<file path="config.mk">
export PLATFORM = sky130hd
export DESIGN_NAME = boxcar_gate_averager_flat
export DESIGN_NICKNAME = d
export VERILOG_FILES = /design/src/rtl/boxcar_gate_averager_if.sv /design/src/rtl/boxcar_gate_averager.sv /design/src/flat_wrapper.sv
export SDC_FILE = /design/constraint.sdc
export NUM_CORES = 1
export LEC_CHECK = 0
export CAP_MARGIN = 40
export CORE_ASPECT_RATIO = 2
export CORE_MARGIN = 1.5
export CORE_UTILIZATION = 40
export DETAILED_ROUTE_END_ITERATION = 16
export GPL_TIMING_DRIVEN = 0
export PLACE_DENSITY = 0.58
export SYNTH_ARGS = -nofsm -noshare
export SYNTH_HDL_FRONTEND = slang
export SYNTH_SLANG_ARGS = --single-unit
</file>
<file path="constraint.sdc">
create_clock -name clk -period 4.54 [get_ports clk]
set_input_delay 1.362 -clock clk [delete_from_list [all_inputs] [get_ports clk]]
set_output_delay 1.362 -clock clk [all_outputs]
set_load 0.01 [all_outputs]
</file>
<file path="src/rtl/boxcar_gate_averager_if.sv">
// Sample, trigger, control and result bundle for the boxcar gate averager.
// master = the block that feeds samples and control words and reads results.
// slave  = the averager itself.
interface boxcar_gate_averager_if #(
  parameter int DATA_W = 16
);
  logic signed [DATA_W-1:0] din;
  logic                     trig_in;
  logic                     ctrl_enable;
  logic                     ctrl_trig_src;
  logic signed [DATA_W-1:0] ctrl_trig_level;
  logic [15:0]              ctrl_delay;
  logic [3:0]               ctrl_gate_log2;
  logic [15:0]              ctrl_holdoff;
  logic signed [DATA_W-1:0] dout;
  logic                     dout_valid;
  logic                     busy;
  logic [31:0]              trig_count;
  logic [15:0]              missed_count;

  modport master (
    output din, trig_in, ctrl_enable, ctrl_trig_src, ctrl_trig_level,
           ctrl_delay, ctrl_gate_log2, ctrl_holdoff,
    input  dout, dout_valid, busy, trig_count, missed_count
  );

  modport slave (
    input  din, trig_in, ctrl_enable, ctrl_trig_src, ctrl_trig_level,
           ctrl_delay, ctrl_gate_log2, ctrl_holdoff,
    output dout, dout_valid, busy, trig_count, missed_count
  );
endinterface

</file>
<file path="src/rtl/boxcar_gate_averager.sv">
// Triggered boxcar averager: on an accepted trigger, wait D cycles, sum 2^k
// consecutive samples and emit the floor average (arithmetic shift by k).
// After each result the trigger is held off for H cycles.
module boxcar_gate_averager #(
  parameter int DATA_W        = 16,
  parameter int GATE_LOG2_MAX = 12
) (
  input  logic                 clk,
  input  logic                 reset,
  boxcar_gate_averager_if.slave bus
);
  localparam int         ACC_W = DATA_W + GATE_LOG2_MAX;
  localparam logic [3:0] K_MAX = 4'(GATE_LOG2_MAX);

  typedef enum logic [1:0] {
    S_IDLE    = 2'd0,
    S_DELAY   = 2'd1,
    S_GATE    = 2'd2,
    S_HOLDOFF = 2'd3
  } state_t;

  state_t state_reg, state_next;

  // Trigger detection history
  logic                     trig_d_reg;
  logic                     din_prev_valid_reg;
  logic signed [DATA_W-1:0] din_prev_reg;

  // Acquisition parameters latched at the accepted trigger
  logic [3:0]               k_reg;
  logic [15:0]              holdoff_reg;

  // Shared down-counter for DELAY and HOLDOFF, sample counter for GATE
  logic [15:0]              cnt_reg;
  logic [GATE_LOG2_MAX-1:0] gate_cnt_reg;
  logic signed [ACC_W-1:0]  acc_reg;

  logic signed [DATA_W-1:0] dout_reg;
  logic                     dout_valid_reg;
  logic [31:0]              trig_count_reg;
  logic [15:0]              missed_count_reg;

  // Combinational helpers
  logic                     edge_event, cross_event, trig_event;
  logic                     accept, miss;
  logic                     busy, gate_step, gate_done;
  logic [3:0]               k_clamped;
  logic [GATE_LOG2_MAX-1:0] gate_last;
  logic signed [ACC_W-1:0]  din_ext, sum_next, avg_full;

  assign edge_event  = bus.trig_in & ~trig_d_reg;
  assign cross_event = din_prev_valid_reg
                     && (din_prev_reg < bus.ctrl_trig_level)
                     && (bus.din >= bus.ctrl_trig_level);
  assign trig_event  = bus.ctrl_trig_src ? cross_event : edge_event;
  assign accept      = bus.ctrl_enable && trig_event && (state_reg == S_IDLE);
  assign miss        = bus.ctrl_enable && trig_event && (state_reg != S_IDLE);

  assign k_clamped = (bus.ctrl_gate_log2 > K_MAX) ? K_MAX : bus.ctrl_gate_log2;
  // Low k bits set: index of the final sample in the gate (k=MAX gives all ones)
  assign gate_last = ~({GATE_LOG2_MAX{1'b1}} << k_reg);

  assign din_ext  = {{GATE_LOG2_MAX{bus.din[DATA_W-1]}}, bus.din};
  assign sum_next = acc_reg + din_ext;
  assign avg_full = sum_next >>> k_reg;

  // State register
  always_ff @(posedge clk or negedge reset) begin
    if (!reset) state_reg <= S_IDLE;
    else        state_reg <= state_next;
  end

  // Next-state logic; dropping enable overrides everything
  always_comb begin
    state_next = state_reg;
    if (!bus.ctrl_enable) begin
      state_next = S_IDLE;
    end else begin
      case (state_reg)
        S_IDLE:    if (trig_event)
                     state_next = (bus.ctrl_delay != 16'd0) ? S_DELAY : S_GATE;
        S_DELAY:   if (cnt_reg == 16'd1) state_next = S_GATE;
        S_GATE:    if (gate_done)
                     state_next = (holdoff_reg != 16'd0) ? S_HOLDOFF : S_IDLE;
        S_HOLDOFF: if (cnt_reg == 16'd1) state_next = S_IDLE;
        default:   state_next = S_IDLE;
      endcase
    end
  end

  // State-decoded outputs and gate strobes
  always_comb begin
    busy      = (state_reg != S_IDLE);
    gate_step = bus.ctrl_enable && (state_reg == S_GATE);
    gate_done = gate_step && (gate_cnt_reg == gate_last);
  end

  // Trigger history; trig_d starts high so a level held through reset is not an edge
  always_ff @(posedge clk or negedge reset) begin
    if (!reset) begin
      trig_d_reg         <= 1'b1;
      din_prev_valid_reg <= 1'b0;
      din_prev_reg       <= '0;
    end else begin
      trig_d_reg         <= bus.trig_in;
      din_prev_valid_reg <= 1'b1;
      din_prev_reg       <= bus.din;
    end
  end

  // Latch acquisition parameters and run the delay/holdoff/gate counters
  always_ff @(posedge clk or negedge reset) begin
    if (!reset) begin
      k_reg        <= '0;
      holdoff_reg  <= '0;
      cnt_reg      <= '0;
      gate_cnt_reg <= '0;
    end else if (accept) begin
      k_reg        <= k_clamped;
      holdoff_reg  <= bus.ctrl_holdoff;
      cnt_reg      <= bus.ctrl_delay;
      gate_cnt_reg <= '0;
    end else if (gate_done) begin
      cnt_reg      <= holdoff_reg;
    end else if (gate_step) begin
      gate_cnt_reg <= gate_cnt_reg + 1'b1;
    end else if (bus.ctrl_enable && (state_reg == S_DELAY || state_reg == S_HOLDOFF)) begin
      cnt_reg      <= cnt_reg - 16'd1;
    end
  end

  // Accumulator: cleared on accept, sums each gated sample
  always_ff @(posedge clk or negedge reset) begin
    if (!reset)         acc_reg <= '0;
    else if (accept)    acc_reg <= '0;
    else if (gate_step) acc_reg <= sum_next;
  end

  // Result register and one-cycle valid strobe
  always_ff @(posedge clk or negedge reset) begin
    if (!reset) begin
      dout_reg       <= '0;
      dout_valid_reg <= 1'b0;
    end else begin
      dout_valid_reg <= gate_done;
      if (gate_done) dout_reg <= avg_full[DATA_W-1:0];
    end
  end

  // Status counters: accepted triggers wrap, missed triggers saturate
  always_ff @(posedge clk or negedge reset) begin
    if (!reset) begin
      trig_count_reg   <= '0;
      missed_count_reg <= '0;
    end else begin
      if (accept) trig_count_reg <= trig_count_reg + 32'd1;
      if (miss && missed_count_reg != 16'hFFFF)
        missed_count_reg <= missed_count_reg + 16'd1;
    end
  end

  assign bus.dout         = dout_reg;
  assign bus.dout_valid   = dout_valid_reg;
  assign bus.busy         = busy;
  assign bus.trig_count   = trig_count_reg;
  assign bus.missed_count = missed_count_reg;
endmodule

</file>
<file path="src/flat_wrapper.sv">
// flat-port wrapper written by rule: the top's interface ports become plain ports
module boxcar_gate_averager_flat 
#(
  parameter int DATA_W        = 16,
  parameter int GATE_LOG2_MAX = 12
)
  (clk, reset, bus_din, bus_trig_in, bus_ctrl_enable, bus_ctrl_trig_src, bus_ctrl_trig_level, bus_ctrl_delay, bus_ctrl_gate_log2, bus_ctrl_holdoff, bus_dout, bus_dout_valid, bus_busy, bus_trig_count, bus_missed_count);
  boxcar_gate_averager_if #(.DATA_W(DATA_W)) bus_i ();
  input  logic clk;
  input  logic reset;
  input wire logic [$bits(bus_i.din)-1:0] bus_din;
  input wire logic [$bits(bus_i.trig_in)-1:0] bus_trig_in;
  input wire logic [$bits(bus_i.ctrl_enable)-1:0] bus_ctrl_enable;
  input wire logic [$bits(bus_i.ctrl_trig_src)-1:0] bus_ctrl_trig_src;
  input wire logic [$bits(bus_i.ctrl_trig_level)-1:0] bus_ctrl_trig_level;
  input wire logic [$bits(bus_i.ctrl_delay)-1:0] bus_ctrl_delay;
  input wire logic [$bits(bus_i.ctrl_gate_log2)-1:0] bus_ctrl_gate_log2;
  input wire logic [$bits(bus_i.ctrl_holdoff)-1:0] bus_ctrl_holdoff;
  output wire logic [$bits(bus_i.dout)-1:0] bus_dout;
  output wire logic [$bits(bus_i.dout_valid)-1:0] bus_dout_valid;
  output wire logic [$bits(bus_i.busy)-1:0] bus_busy;
  output wire logic [$bits(bus_i.trig_count)-1:0] bus_trig_count;
  output wire logic [$bits(bus_i.missed_count)-1:0] bus_missed_count;
  assign bus_i.din = bus_din;
  assign bus_i.trig_in = bus_trig_in;
  assign bus_i.ctrl_enable = bus_ctrl_enable;
  assign bus_i.ctrl_trig_src = bus_ctrl_trig_src;
  assign bus_i.ctrl_trig_level = bus_ctrl_trig_level;
  assign bus_i.ctrl_delay = bus_ctrl_delay;
  assign bus_i.ctrl_gate_log2 = bus_ctrl_gate_log2;
  assign bus_i.ctrl_holdoff = bus_ctrl_holdoff;
  assign bus_dout = bus_i.dout;
  assign bus_dout_valid = bus_i.dout_valid;
  assign bus_busy = bus_i.busy;
  assign bus_trig_count = bus_i.trig_count;
  assign bus_missed_count = bus_i.missed_count;
  boxcar_gate_averager #(.DATA_W(DATA_W), .GATE_LOG2_MAX(GATE_LOG2_MAX)) u_core (.clk(clk), .reset(reset), .bus(bus_i));
endmodule
</file>
==> results of run 1 <==
## cell families (layout without fill, tap and decap cells)
group,count (synthesis),count (layout),synth area share
AO/OA/AOI/OAI,298,298,0.186
XOR/XNOR,90,90,0.0710
adder cells (fa/ha/maj),64,64,0.0728
buffers and inverters,116,300,0.0415
flip-flops,161,161,0.363
multiplexers,37,37,0.0444
other,1,1,0.000338
AND/OR/NAND/NOR,519,519,0.221
## per-stage QoR
step	instance area, um2	setup TNS [ns]
6_report	14000	0
5_1_grt	14000	-0.354
4_1_cts	13900	0
3_5_place_dp	13000	-117.84
3_3_place_gp	12900	-921.12
2_1_floorplan	11100	0
## layer usage
layer	up-vias	track usage
li1	5006	-
met1	5180	0.257
met2	340	0.533
met3	141	0.0458
met4	0	0.202
met5	-	0
## timing repair
item | 4_1_cts | 5_1_grt
setup endpoints to repair | 129 | 47
pin swaps | 17 | 6
buffers inserted | 13 | 3
resized for setup | 55 | 27
## placed cells by master (no fill, tap or decap), types with 6 or more instances in the layout
cell type          n
clkbuf_1          41
nand4_1           26
nand2_1          194
a22oi_1            9
inv_1             42
nand2b_1           8
mux4_2             9
nor3_1            37
and2_1            12
nor2_1            89
clkdlybuf4s50_1  133
nor4_1            27
a211oi_1          24
a21oi_1           84
buf_2             17
nand3_1           61
or2_2              7
dfrtp_1          160
or3_1             10
a21oi_2            6
nor3b_1            6
o21ai_1            7
o21ai_0           27
clkbuf_2           8
o211ai_1           9
buf_4             16
clkbuf_16         17
xor2_1            47
a211o_1            6
mux2i_1           20
a21o_1            27
xnor2_1           40
nor2b_1           12
ha_1              58
and3_1             9
## critical path: stages
cell             delay [ns]
clkdlybuf4s50_1        0.54
ha_1                   0.42
a21oi_1                0.28
o21ai_1                0.27
or2_2                  0.38
a21oi_1                0.22
o2111ai_2              0.21
a221o_1                0.42
mux4_2                 0.50
mux2_4                 0.27
## final cells by class
cell class              instances  area [um2]  share of cell area
multi-input cells            1009        6950               0.496
repair buffers                156        1550               0.111
well taps                     352         440              0.0315
flip-flops and latches        161        4030               0.288
inverters                      43         161              0.0115
clock inverters                11         119             0.00849
clock buffers                  21         460              0.0329
plain buffers                  69         297              0.0212
## worst min path at each step
stage                              start                        end  slack, ns
6_report       u_core.bus.trig_count[31]  u_core.bus.trig_count[31]       0.48
5_1_grt        u_core.bus.trig_count[31]  u_core.bus.trig_count[31]       0.49
4_1_cts        u_core.bus.trig_count[31]  u_core.bus.trig_count[31]       0.48
3_5_place_dp   u_core.bus.trig_count[31]  u_core.bus.trig_count[31]       0.47
3_3_place_gp          u_core.bus.dout[0]         u_core.bus.dout[0]       0.47
2_1_floorplan      u_core.holdoff_reg[9]      u_core.holdoff_reg[9]       0.47
## power groups by stage
| stage | registers, uW | clock network (uW) | logic, uW |
|---|---|---|---|
| 2_1_floorplan | 1950 | 0 | 2770 |
| 3_3_place_gp | 2010 | 0 | 3920 |
| 3_5_place_dp | 2010 | 0 | 3950 |
| 4_1_cts | 1990 | 1500 | 4290 |
| 5_1_grt | 2030 | 1550 | 4800 |
| 6_report | 2000 | 1470 | 4440 |
==> flow_metrics.tcl, run 1 <==
set metrics [dict create \
    largest_register_ffs 32 \
    die_area_um2 28800 \
    ys_async_sr_fraction 1.00 \
    viasPerCell 5.85 \
    fill_cells 2668 \
    place_worst_setup_slack_ns -1.19 \
    cts_hold_buf 0 \
    drc 0 \
    met2_wirelength_um 21700 \
    final_cells 1822 \
    clk_pin_slew_ns 0.07 \
    drtIter0Drc 531 \
    setup_viol 0 \
    via_count 10667 \
    wire_per_inst_um 21.6 \
    io_pins 139 \
    p_sw_frac 0.457 \
    synthesis.nets 1423 \
    ys_seq_area_frac 0.363 \
    cp_data_required_time_ns 4.88 \
    die_x_um 121 \
    period_needed_ns 4.52 \
    cp.arrival_ns 4.86 \
    worstMarginPinSlew_ns 0.792 \
    avgSynthCellArea_um2 8.64 \
    fin_worst_skew_ns 0.00900 \
    grt_pass1_wl_um 60400 \
    ant_nets 0 \
    setup_ws_ns 0.0201 \
    area_growth_pct 26.1 \
    slew_headroom 0.472 \
    fin_total_pwr_uw 7910 \
    num_rows 86 \
    fin_util 0.510 \
    drive_gt1_frac 0.109 \
    critical_path_class "input pin to register" \
    ff2ff_path_depth 11 \
    place_congestion 0.944 \
    yosysMostFrequentCell "nand2_1" \
    synth_top_area_frac 0.360 \
    maxSlewViolCount 0 \
    start_kind "input pin" \
    r2r_slack_ns 0.80 \
    pwr-share-clk 0.186 \
    ys_warn_count 0 \
    synthTopCellsByArea "dfrtp_1 (36%), ha_1 (7.1%), nand2_1 (6.6%), a21oi_1 (4.1%), xor2_1 (3.9%)" \
    reg2reg_from "u_core.k_reg[1]" \
    synthFlopType "dfrtp_1" \
    yosysTopAreaCell "dfrtp_1" \
    r2r_end "u_core.bus.dout[12]" \
    rsz0062_at_grt "yes" \
    clk_latency_ns 0.46 \
    detail_route.first_pass.iterations 5 \
    start_util 0.405 \
    top_layer_used "met4" \
    insertedDiodeCount 0 \
    max_freq_mhz 221 \
    syn-cell-area_um2 11100 \
    hold_viol_final 0 \
    intPower_uw 4300 \
    dp.cells 1778 \
    io_buffer_count 137 \
    worstPathMaxFanout 5 \
    final_nets 1594 \
    crit_start "bus_din[13]" \
    leakage_uw 0.00616 \
    cts_sinks 161 \
    synth_edf_count 0 \
    finalCritPeriodShare 0.996 \
    switchingPower_uw 3610 \
    ctsHtreeMaxLevel 4 \
    totalWireLength_um 39300 \
    grt_antenna_before_repair 0 \
    status "completed" \
    cts_buffer_depth 2 \
    combinationalPowerShare 0.561 \
    dp_hpwl_um 30500 \
    core_area_um2 27400 \
    cts_buffers 17 \
    p_seq_frac 0.253 \
    peakVddDrop_mv 0.298 \
    wl_met3_um 1580 \
    cts_tree "built" \
    grt.total_usage 0.278 \
    grt_max_degree 117 \
    yosysUniqueCellTypes 91 \
    drt-met1-wl_um 13000 \
    clockRootBuffer "clkbuf_16" \
    whs_ns 0.480 \
    die_h_um 239 \
    grt_pass1_vias 11057 \
    ys_top_cells_by_count "nand2_1 (195), dfrtp_1 (160), a21oi_1 (91)" \
    holdPathStages 1 \
    hp-class "register to register" \
    cp-end-kind "register" \
    gr-total-overflow 0 \
    synth_seq_cells 161 \
    crit_path_end "u_core.bus.dout[15]" \
    p_per_area_nw_per_um2 565 \
    synthCells 1286 \
    cap_violations 0 \
]
No activity file was read; power rests on OpenSTA's default activity.
==> run 2, diff against run 1 <==
Settings changed: CORE_ASPECT_RATIO 2 to 1.25, CTS_CLUSTER_DIAMETER set to 120.
==> flow_metrics.tcl, run 2 (synthesis results as in run 1) <==
set metrics [dict create \
    place_congestion 0.925 \
    whs_ns 0.476 \
    die_x_um 152 \
    maxSlewViolCount 0 \
    drtIter0Drc 456 \
    fin_worst_skew_ns 0.0124 \
    r2r_end "u_core.bus.dout[15]" \
    ctsHtreeMaxLevel 4 \
    core_area_um2 27500 \
    max_freq_mhz 224 \
    ant_nets 0 \
    peakVddDrop_mv 0.326 \
    slew_headroom 0.384 \
    status "completed" \
    worstMarginPinSlew_ns 0.914 \
    period_needed_ns 4.47 \
    totalWireLength_um 34200 \
    r2r_slack_ns 0.96 \
    final_cell_mix "nand2_1 (194), dfrtp_1 (160), clkdlybuf4s50_1 (132)" \
    gr-total-overflow 0 \
    start_util 0.404 \
    grt_max_degree 84 \
    grt.total_usage 0.238 \
    wire_per_inst_um 18.9 \
    io_pins 139 \
    cts_buffer_depth 2 \
    finalCritPeriodShare 0.984 \
    cp_data_required_time_ns 4.87 \
    die_area_um2 28800 \
    critical_path_class "input pin to register" \
    reg2reg_from "u_core.acc_reg[0]" \
    worstHoldStart "u_core.bus.dout[0]" \
    cts_buffers 17 \
    insertedDiodeCount 0 \
    clockRootBuffer "clkbuf_16" \
    clk_pin_slew_ns 0.07 \
    final_nets 1588 \
    fin_total_pwr_uw 7790 \
    num_rows 68 \
    viasPerCell 5.76 \
    start_kind "input pin" \
    rsz0062_at_grt "yes" \
    detail_route.first_pass.iterations 5 \
    ff2ff_path_depth 11 \
    clk_latency_ns 0.44 \
    finalInstanceArea_um2 13900 \
    grt_antenna_before_repair 0 \
    via_count 10447 \
    dp_hpwl_um 26000 \
    die_h_um 189 \
    min_to "u_core.bus.dout[0]" \
    setup_viol 0 \
    drc 0 \
    place_area_um2 12900 \
    cts_tree "built" \
    cp-end-kind "register" \
    worstPathMaxFanout 10 \
    io_buffer_count 137 \
    final_common_cell "nand2_1" \
    hp-class "register to register" \
    cap_violations 0 \
    area_growth_pct 25.1 \
    p_per_area_nw_per_um2 561 \
    grt_pass1_vias 10380 \
    largest_register_ffs 32 \
    cts_sinks 161 \
    drive_gt1_frac 0.0970 \
    grt_pass1_wl_um 55000 \
    holdPathStages 1 \
    cp.arrival_ns 4.80 \
    leakage_uw 0.00614 \
    hold_viol_final 0 \
]
run 2: cell count changes in the layout (fill, tap and decap cells not counted), moves of 2 or more:
cell | previous run | this run
a21oi_1 | 84 | 87
a21oi_4 | 2 | 0
buf_4 | 16 | 10
bufinv_16 | 1 | 4
clkbuf_8 | 2 | 0
ha_1 | 58 | 62
ha_2 | 4 | 1
o21ai_0 | 27 | 30
o21ai_1 | 7 | 5
o221ai_1 | 3 | 5
o221ai_2 | 3 | 1
run 2: metal layers:
layer,wire length (um),GRT usage,up-vias
met5,0,0,-
li1,-,-,5007
met2,17500,0.435,291
met4,1040,0.0896,0
met3,1380,0.0330,55
met1,14300,0.282,5094
run 2: worst max-delay path by stage:
stage / start / endpoint / slack [ns]
global placement: reset / u_core.bus.trig_count[22] / -4.88
finish: bus_din[7] / u_core.bus.dout[15] / 0.07
detailed placement: bus_din[15] / u_core.bus.dout[5] / -1.35
CTS: bus_din[0] / u_core.bus.dout[15] / 0.002
global route: bus_din[15] / u_core.bus.dout[15] / -0.09
floorplan: bus_din[0] / u_core.bus.dout[15] / 0.25
run 2: final cells by class:
cell class	instances	area, um2
Fill cell	2675	13600
Multi-Input combinational cell	1009	6840
Sequential cell	161	4030
Timing Repair Buffer	148	1470
Tap cell	350	438
Clock buffer	17	425
Buffer	71	303
Clock inverter	15	225
Inverter	43	161
run 2: power by group:
group / total (uW) / switching [uW] / internal (uW)
clock network: 1610 / 664 / 941
registers: 2000 / 266 / 1730
logic: 4180 / 2520 / 1670
run 2: timing repair:
item,CTS,global route
pin swaps,6,7
gates resized for setup,29,31
buffers inserted,6,4
hold buffers,0,0
setup endpoints to repair,126,87
run 2: critical path: stages:
cell and delay [ns]:
clkdlybuf4s50_1 0.49, ha_1 0.33, buf_2 0.20, nand4_1 0.17, nor3_1 0.44, a22o_4 0.22
o21ai_4 0.09, o311a_2 0.43, xor2_1 0.19, a221oi_2 0.10, mux4_2 0.49, mux2_4 0.27
run 2: per-stage QoR:
step / util / instances / TNS, ns / setup slack (ns)
final: 0.506 / 1814 / 0 / 0.0730
after global routing: 0.506 / 1814 / -0.122 / -0.0891
after global placement: 0.470 / 1773 / -890.68 / -4.88
after CTS: 0.500 / 1811 / 0 / 0.00192
after floorplan: - / 1286 / 0 / 0.248
after detailed placement: 0.471 / 1774 / -117.43 / -1.35
==> run 3, diff against run 2 <==
Settings changed: PLACE_DENSITY 0.58 to 0.6.
Clock period 4.54 ns to 3.65 ns, I/O delays scaled along.
==> flow_metrics.tcl, run 3 (synthesis results as in run 1) <==
set metrics [dict create \
    final_common_cell "nand2_1" \
    max_freq_mhz 259 \
    cp_slowest_stage_delay_ns 0.51 \
    detail_route.first_pass.iterations 5 \
    io_buffer_count 137 \
    combinationalPowerShare 0.588 \
    status "finished with violations" \
    dp_hpwl_um 25500 \
    p_seq_frac 0.238 \
    grt_pass1_vias 10885 \
    fin_tns_setup_ns -1.16 \
    drtIter0Drc 678 \
    peakVddDrop_mv 0.418 \
    io_pins 139 \
    pwr-share-clk 0.174 \
    ant_nets 0 \
    drc 0 \
    viasPerCell 5.81 \
    grt.total_usage 0.249 \
    grt_max_degree 111 \
    critical_path_class "input pin to register" \
    cts_tree "built" \
    cts_buffers 17 \
    gr-total-overflow 0 \
    grt_pass1_wl_um 57000 \
    num_rows 68 \
    die_area_um2 28800 \
    hp-class "register to register" \
    place_worst_setup_slack_ns -1.82 \
    leakage_uw 0.00654 \
    core_area_um2 27500 \
    place_area_um2 13000 \
    finalInstanceArea_um2 15100 \
    start_kind "input pin" \
    worstPathMaxFanout 5 \
    place_congestion 0.928 \
    largest_register_ffs 32 \
    via_count 10747 \
    area_growth_pct 35.8 \
    cp-end-kind "register" \
    p_per_area_nw_per_um2 696 \
    clk_pin_slew_ns 0.07 \
    crit_family "compound AO/OA/AOI/OAI gates" \
    final_nets 1624 \
    die_h_um 189 \
    violations "negative setup slack" \
    clk_latency_ns 0.46 \
    cts_hold_buf 0 \
    p_sw_frac 0.444 \
    ctsHtreeMaxLevel 4 \
    start_util 0.404 \
    cts_sinks 161 \
    fin_util 0.549 \
    maxSlewViolCount 0 \
    setup_ws_ns -0.208 \
    period_needed_ns 3.86 \
    totalWireLength_um 35800 \
    cp.arrival_ns 4.19 \
    wire_per_inst_um 19.4 \
    grt_antenna_before_repair 0 \
    rsz0062_at_grt "yes" \
    intPower_uw 5840 \
    drive_gt1_frac 0.190 \
    slowest_stage "mux4_2" \
    slew_headroom 0.364 \
    final_cell_mix "nand2_1 (192), dfrtp_1 (160), clkdlybuf4s50_1 (119)" \
    cp.buffers_inverters 1 \
    insertedDiodeCount 0 \
    path_cells "buf_8 > ha_4 > fa_2 > a21o_1 > a221o_2 > a41o_1 > mux2i_1 > o2111ai_2 > a221o_1 > mux4_2 > mux2_4" \
    setup_viol 14 \
    clockRootBuffer "clkbuf_16" \
    die_x_um 152 \
    fin_worst_skew_ns 0.0114 \
    finalCritPeriodShare 1.06 \
    cp_data_required_time_ns 3.98 \
    worstMarginPinSlew_ns 0.945 \
    cap_violations 0 \
    hold_viol_final 0 \
    switchingPower_uw 4660 \
    cts_buffer_depth 2 \
]
## run 3: layout make-up
cell class / count / area (um2)
buffer: 68 / 417
clock buffer: 21 / 450
clock inverter: 11 / 128
fill: 2534 / 12400
inverter: 43 / 161
multi-input combinational: 1009 / 7600
sequential: 161 / 4030
tap: 350 / 438
timing repair buffer: 187 / 1850
## run 3: per-layer routing
metal  wire, um  vias to the layer above  part of all wire  global-route usage
met1      14600                     5215              0.41               0.289
met4       1720                        0             0.048               0.135
met5          0                        -                 0                   0
met3       1630                      112             0.046              0.0451
li1           -                     5070                 -                   -
met2      17900                      350              0.50               0.435
## run 3: final timing paths
check,cells past startpoint,slack [ns],end,startpoint
max,11,-0.21,u_core.bus.dout[15],bus_din[0]
min,1,0.48,u_core.bus.trig_count[31],u_core.bus.trig_count[31]
max reg2reg,10,0.10,u_core.bus.dout[15],u_core.acc_reg[0]
min reg2reg,1,0.48,u_core.bus.trig_count[31],u_core.bus.trig_count[31]
max in group asynchronous,2,2.23,u_core.cnt_reg[7],reset
min in group asynchronous,1,0.54,u_core.din_prev_valid_reg,reset
## run 3: power groups by stage
stage               Sequential, uW  Clock, uW  Combinational [uW]
detailed placement            2500          0                4820
floorplan                     2420          0                3490
global route                  2540       1940                6680
CTS                           2490       1860                5820
global placement              2500          0                4800
finish                        2500       1830                6180
## run 3: repair_timing
action                                  4_1_cts  5_1_grt
pin swaps                                    48       54
endpoints found under the setup margin      140      138
cloned                                        2        1
resized for setup                           203       56
setup buffers                                36        9
## run 3: per-stage QoR
| stage | hold WS [ns] | std cells | power, uW |
|---|---|---|---|
| 2_1_floorplan | 0.467 | 1286 | 5910 |
| 3_3_place_gp | 0.470 | 1773 | 7300 |
| 3_5_place_dp | 0.462 | 1774 | 7330 |
| 4_1_cts | 0.484 | 1840 | 10200 |
| 5_1_grt | 0.506 | 1850 | 11200 |
| 6_report | 0.481 | 1850 | 10500 |
